==> config.mk <==
export PLATFORM = sky130hd
export DESIGN_NAME = instr_mem_fetch
export DESIGN_NICKNAME = d
export VERILOG_FILES = /design/src/rtl/instr_mem_fetch.sv
export SDC_FILE = /design/constraint.sdc
export NUM_CORES = 1
export LEC_CHECK = 0
export CORE_MARGIN = 4
export CORE_UTILIZATION = 57
export DETAILED_ROUTE_END_ITERATION = 16
export HOLD_SLACK_MARGIN = 0.1
export PLACE_DENSITY = 0.78
export REMOVE_ABC_BUFFERS = 1
export SLEW_MARGIN = 20
export SYNTH_ARGS = -nofsm -noshare
export SYNTH_HDL_FRONTEND = slang
export SYNTH_SLANG_ARGS = --single-unit
==> constraint.sdc <==
create_clock -name clk -period 2.55 [get_ports clk]
set_input_delay 0.51 -clock clk [delete_from_list [all_inputs] [get_ports clk]]
set_output_delay 0.51 -clock clk [all_outputs]
set_load 0.005 [all_outputs]
==> src/rtl/instr_mem_fetch.sv <==
// Parametrised instruction memory with program-load port, one-cycle registered
// fetch response under valid/ready backpressure, and a saturating fetch counter.
module instr_mem_fetch #(
  parameter int WIDTH = 8,
  parameter int DEPTH = 16,
  parameter int AW    = $clog2(DEPTH),
  parameter int CNT_W = 16
) (
  input  logic             clk,
  input  logic             rst,
  input  logic             ld_en,
  input  logic [AW-1:0]    ld_addr,
  input  logic [WIDTH-1:0] ld_data,
  input  logic             req_valid,
  input  logic [AW-1:0]    req_addr,
  output logic             req_ready,
  output logic             resp_valid,
  output logic [WIDTH-1:0] resp_data,
  output logic             resp_err,
  input  logic             resp_ready,
  output logic [CNT_W-1:0] fetch_cnt
);

  // Storage survives rst; only power-up clears it.
  logic [WIDTH-1:0] mem_q [DEPTH] = '{default: '0};

  logic             resp_valid_q, resp_valid_d;
  logic [WIDTH-1:0] resp_data_q,  resp_data_d;
  logic             resp_err_q,   resp_err_d;
  logic [CNT_W-1:0] cnt_q,        cnt_d;

  logic ld_in_range, req_in_range, accept;

  // Zero-extend before comparing so non power-of-two depths are handled.
  assign ld_in_range  = ({{(32-AW){1'b0}}, ld_addr}  < 32'(DEPTH));
  assign req_in_range = ({{(32-AW){1'b0}}, req_addr} < 32'(DEPTH));

  assign req_ready = !rst && (!resp_valid_q || resp_ready);
  assign accept    = req_valid && req_ready;

  always_ff @(posedge clk) begin
    if (ld_en && ld_in_range) mem_q[ld_addr] <= ld_data;
  end

  always_comb begin
    resp_valid_d = resp_valid_q;
    resp_data_d  = resp_data_q;
    resp_err_d   = resp_err_q;
    cnt_d        = cnt_q;
    if (accept) begin
      resp_valid_d = 1'b1;
      resp_data_d  = req_in_range ? mem_q[req_addr] : '0;
      resp_err_d   = !req_in_range;
      cnt_d        = (cnt_q == {CNT_W{1'b1}}) ? cnt_q : cnt_q + CNT_W'(1);
    end else if (resp_ready) begin
      // Retired word stays on resp_data; consumers ignore it without resp_valid.
      resp_valid_d = 1'b0;
    end
  end

  always_ff @(posedge clk) begin
    if (rst) begin
      resp_valid_q <= 1'b0;
      resp_data_q  <= '0;
      resp_err_q   <= 1'b0;
      cnt_q        <= '0;
    end else begin
      resp_valid_q <= resp_valid_d;
      resp_data_q  <= resp_data_d;
      resp_err_q   <= resp_err_d;
      cnt_q        <= cnt_d;
    end
  end

  assign resp_valid = resp_valid_q;
  assign resp_data  = resp_data_q;
  assign resp_err   = resp_err_q;
  assign fetch_cnt  = cnt_q;

endmodule

Yosys cells after proc, flatten, opt, wreduce, memory -nomap -nowiden --
Memory sizes are Yosys's and may differ from the RTL's. A register that Yosys moved wholly into a read port is not among the register bits. Cells that the tools add are included.
Word-level totals: flip-flop bits (word level) 17, bits in writable memories 128, output and inout bits 27, memories 1
Operators by class: add/subtract/negate cells 1, equality and inequality tests 1, mux-type cells 4, bitwise gates (word level) 1, reduce and logical (&&, ||, !) cells 7
Memories:
- mem_q | words 16, width 8, rd ports 1, clocked after memory_dff 1, write ports 1, line 25 | logic [WIDTH-1:0] mem_q [DEPTH] = '{default: '0};
Operator list (count):
- $add 16x1->16 const B | 1
- $eq 16x16->1 const B | 1
- $mux 1 | 4
- $logic_and 1x1->1 | 2
- $logic_not 1->1 | 2
- $reduce_and 2->1 | 1
- $reduce_bool 2->1 | 1
- $logic_or 1x1->1 | 1
- $not 1->1 | 1

Depth between registers and ports, before layout --
word-level depth 5, mapped depth 7

Worst setup path before layout --
Ideal clock, no wire load.
path kind input-to-reg, start point in rst, end point reg cnt_q[15] (netlist: fetch_cnt[15]), setup time 0.070 ns, data arrival time 2.136 ns, required time 2.480 ns, slack 0.343 ns, cell stages on the path 5, path buffers 0, cell sequence nand2b_4 or4_4 or3_4 or4_1 a21oi_1
On the way: cells in the longest elaborated chain, start to end 4
RTL lines:
- start, declared | line 10 | input logic rst,
- $logic_not 1->1 | line 38 | assign req_ready = !rst && (!resp_valid_q || resp_ready);
- $logic_and 1x1->1 | line 38
- $logic_and 1x1->1 | line 39 | assign accept = req_valid && req_ready;
- $reduce_and 2->1 (no line)
- end signal, assigned | line 71 | cnt_q <= cnt_d;
- end, declared | line 30 | logic [CNT_W-1:0] cnt_q, cnt_d;
Parallel ways exist; a longest one is shown, timed or not. A chain may end at the register's enable or synchronous reset.

Worst setup path after layout --
start point in resp_ready, end point out req_ready
On the way: cells in the longest elaborated chain, start to end 2
RTL lines:
- start, declared | line 20 | input logic resp_ready,
- $logic_or 1x1->1 | line 38
- $logic_and 1x1->1 | line 38
- end, declared | line 16 | output logic req_ready,
No other way between the ends.

==> impl_metrics.csv <==
group,metric,value,unit
run_status,status,"completed",
synthesis,synthCells,340,
worst_setup_path,slowest_stage,"clkdlybuf4s50_1",
sta,clock_skew,0.00970,ns
sta,hold_viol,0,
worst_setup_path,cp.buffers_inverters,3,
global_routing,grt_pass1_vias,3407,
power_and_ir_drop,leakage,2.41,nW
synthesis,ys_top_cells_by_area,"edfxtp_1 64%, mux4_2 12%, dfxtp_1 8.3%, nor2_1 1.9%, mux2i_1 1.5%",
cts,cts-htree-levels,4,
worst_setup_path,slowest_delay,0.52,ns
routing,drt_wl_total,11500,µm
synthesis,synth_area,6020,µm²
hold_path,whs_endpoint,"fetch_cnt[15]",
worst_setup_path,r2r-start,"fetch_cnt[2]",
sta,layout_min_cycle_time,2.33,ns
worst_setup_path,critPathCaptureType,"primary output",
run,drv_cap,0,
synthesis,synth_simple_gate_area_frac,0.0788,
cts,cts_tree,"built",
synthesis,synth_top_area_share,0.639,
finish,drive_above_1_share,0.218,
global_routing,gr-total-overflow,0,
place,gp_congestion,0.815,
worst_setup_path,cp.required,2.04,ns
worst_setup_path,rrSetupSlack,0.44,ns
power_and_ir_drop,power,0.00527,W
synthesis,synth_fa_ha_area_frac,0.00208,
global_routing,antenna_found_initial,0,
synthesis,synth_xor_area_frac,0.0160,
finish,fillCellCount,651,
worst_setup_path,crit_type,"input port to primary output",
cts,cts.sinks,153,
sta,max_freq,0.429,GHz
die,rows,37,
synthesis,synth_top_family_by_area,"multiplexers",
synthesis,synth_seq_cells,153,
power_and_ir_drop,peakVddDrop,450,µV
die,fp.dieH,111,µm
synthesis,synth.area.mux_share,0.135,
sta,slew_headroom,0.507,
sta,setup_viol,0,
sta,period_share,0.915,
cts,clk_latency,0.51,ns
worst_setup_path,critical_path_arrival,1.82,ns
global_routing,grt_first_pass_wirelength,18700,µm
die,die_area,12300,µm²
place,pre_cts_slack,-0.167,ns
synthesis,synth_cell_types,38,
finish,final_core_util,0.711,
power_and_ir_drop,power_density,717,nW/µm²
routing,dr.pass1.iters,4,
die,die_w,111,µm
cts,cts_setup_buffers,0,
finish,area_growth,22.0,%
routing,vias_per_cell,5.80,
synthesis,synth_compound_area_frac,0.0318,
hold_path,hp-start,"fetch_cnt[15]",
synthesis,syn_area_per_cell,17.7,µm²
sta,maxSlewViolCount,0,
cts,ctsHoldBuffers,0,
sta,rsz0062_at_grt,"no",
routing,wl_per_cell,20.3,µm
place,place.port_buffers,46,
worst_setup_path,startpoint_type,"input port",
die,start_util,0.583,
cts,root_buffer,"clkbuf_8",
routing,postRouteAntennaNets,0,
worst_setup_path,cp_max_fo,4,
worst_setup_path,cpMostUsedCell,"clkdlybuf4s50_1",
cts,clkTransAtPathRegs,0.06,ns
global_routing,grt_max_degree,33,
worst_setup_path,crit_family,"buffers and inverters",
worst_setup_path,cp_cell_sequence,"clkdlybuf4s50_1, nor2b_4, buf_4, nor2_1, clkdlybuf4s50_1",
routing,drcViolationCount,0,
hold_path,min_path_cells,2,
synthesis,synth_seq_area_share,0.722,
finish,n_antenna_cell,0,
sta,fin_ws,0.218,ns
sta,tightest_slew,0.740,ns
worst_setup_path,reg2reg_depth,5,
cts,cts_resized,0,
routing,vias,3294,
die,num_io_pins,48,
hold_path,min_path_type,"flip-flop to flip-flop",
cts,cts-buffers-inserted,17,
worst_setup_path,reg2reg_to,"fetch_cnt[15]",
synthesis,yosysTopAreaCell,"edfxtp_1",
routing,drt-initial-drc-count,310,
place,place_hpwl,7670,µm
finish,fin_nets,441,
cts,clockBufferDepth,2,
sta,fin_hold_ws,0.510,ns
synthesis,yosysWarnings,0,
die,core_area,10300,µm²
global_routing,track_usage,0.201,
-- kinds of logic after synthesis --
logic type,after synthesis
compound gates,26
xor+xnor,11
fa+ha+maj,1
buf+inv,21
flops,153
mux,41
other cells,1
simple gates,86
-- layer usage --
metal,part of all wire,wire length (µm),up-vias,global-route usage
li1,-,-,1511,-
met1,0.39,4510,1653,0.256
met2,0.53,6100,118,0.342
met3,0.062,712,12,0.0420
met4,0.019,216,0,0.0747
met5,0,0,-,0
-- sequential cells by signal, indices dropped and copies added (netlist names) --
signal	flops
mem_q	128
resp_valid	1
fetch_cnt	16
resp_data	8
-- final cells by class --
class | count | area (µm²) | area share
flip-flops and latches | 153 | 4340 | 0.592
multi-input cells | 166 | 1590 | 0.216
repair buffers | 73 | 683 | 0.0930
clock buffers | 18 | 418 | 0.0569
well taps | 136 | 170 | 0.0232
clock inverters | 14 | 109 | 0.0148
inverters | 8 | 30.0 | 0.00409
-- worst register-to-register path, cell delays in order (launching register included) --
cell and delay [ns]:
dfxtp_1 0.43, nand3_1 0.09, or4_4 0.51, or3_4 0.34, or4_1 0.50, a21oi_1 0.16
-- where the power goes --
part,internal [W],leakage (nW),switching [W]
registers,0.00277,1.36,0.0000214
logic,0.000154,0.806,0.000147
clock network,0.00127,0.247,0.000907
total,0.00419,2.41,0.00108
-- stage by stage --
step	setup TNS, ns	instance area, µm²	cells
finish	0	7340	568
global route	0	7340	568
CTS	0	7340	568
detailed placement	-0.230	6820	536
global placement	-0.135	6820	536
floorplan	0	5960	327
-- how the worst max path moves through the flow --
stage,end,startpoint,depth (start not counted)
3_5_place_dp,fetch_cnt[15],req_valid,6
6_report,req_ready,resp_ready,5
3_3_place_gp,fetch_cnt[15],resp_ready,6
2_1_floorplan,fetch_cnt[2],fetch_cnt[0],6
4_1_cts,req_ready,resp_ready,5
5_1_grt,req_ready,resp_ready,5
-- cells in the final DEF (no fill, tap or decap), types with 2 or more instances in the layout --
cell,synthesis,layout
clkbuf_16,0,16
nand3_1,5,5
clkinv_1,0,2
buf_4,1,25
a2bb2oi_1,8,8
buf_12,0,2
nor2_1,30,30
clkdlybuf4s50_1,0,45
or3_1,2,2
inv_1,8,8
nand2b_1,12,12
xor2_1,5,5
mux4_2,32,32
clkinv_2,0,5
o211ai_1,9,9
o21ai_0,2,2
nand3b_1,4,4
nor3_1,7,7
mux2i_1,9,9
nor4b_1,4,4
a21oi_1,4,4
clkinvlp_4,0,5
dfxtp_1,25,25
nand2_1,7,7
edfxtp_1,128,128
nand4_1,6,6
xnor2_1,6,6
-- cell usage after synthesis --
cell type  number
mux4_2         32
nand2b_1       12
inv_1           8
o31ai_1         1
nor3_1          7
ha_1            1
nand4_1         6
conb_1          1
and2_1          1
o21ai_0         2
or3_4           1
or3b_2          1
or4_1           1
xor2_1          5
buf_1           2
nor2_1         30
or3_1           2
xnor2_1         6
a211oi_1        1
nor4b_1         4
nand3_1         5
dfxtp_1        25
edfxtp_1      128
nor2b_4         1
o211ai_1        9
buf_2           3
clkbuf_1        7
nand2b_4        1
buf_4           1
nand3b_1        4
nor2b_1         1
mux2i_1         9
nand2_1         7
o2111ai_1       1
a2bb2oi_1       8
or4_4           1
nor4_1          1
a21oi_1         4
No activity file was read; power rests on OpenSTA's default activity.
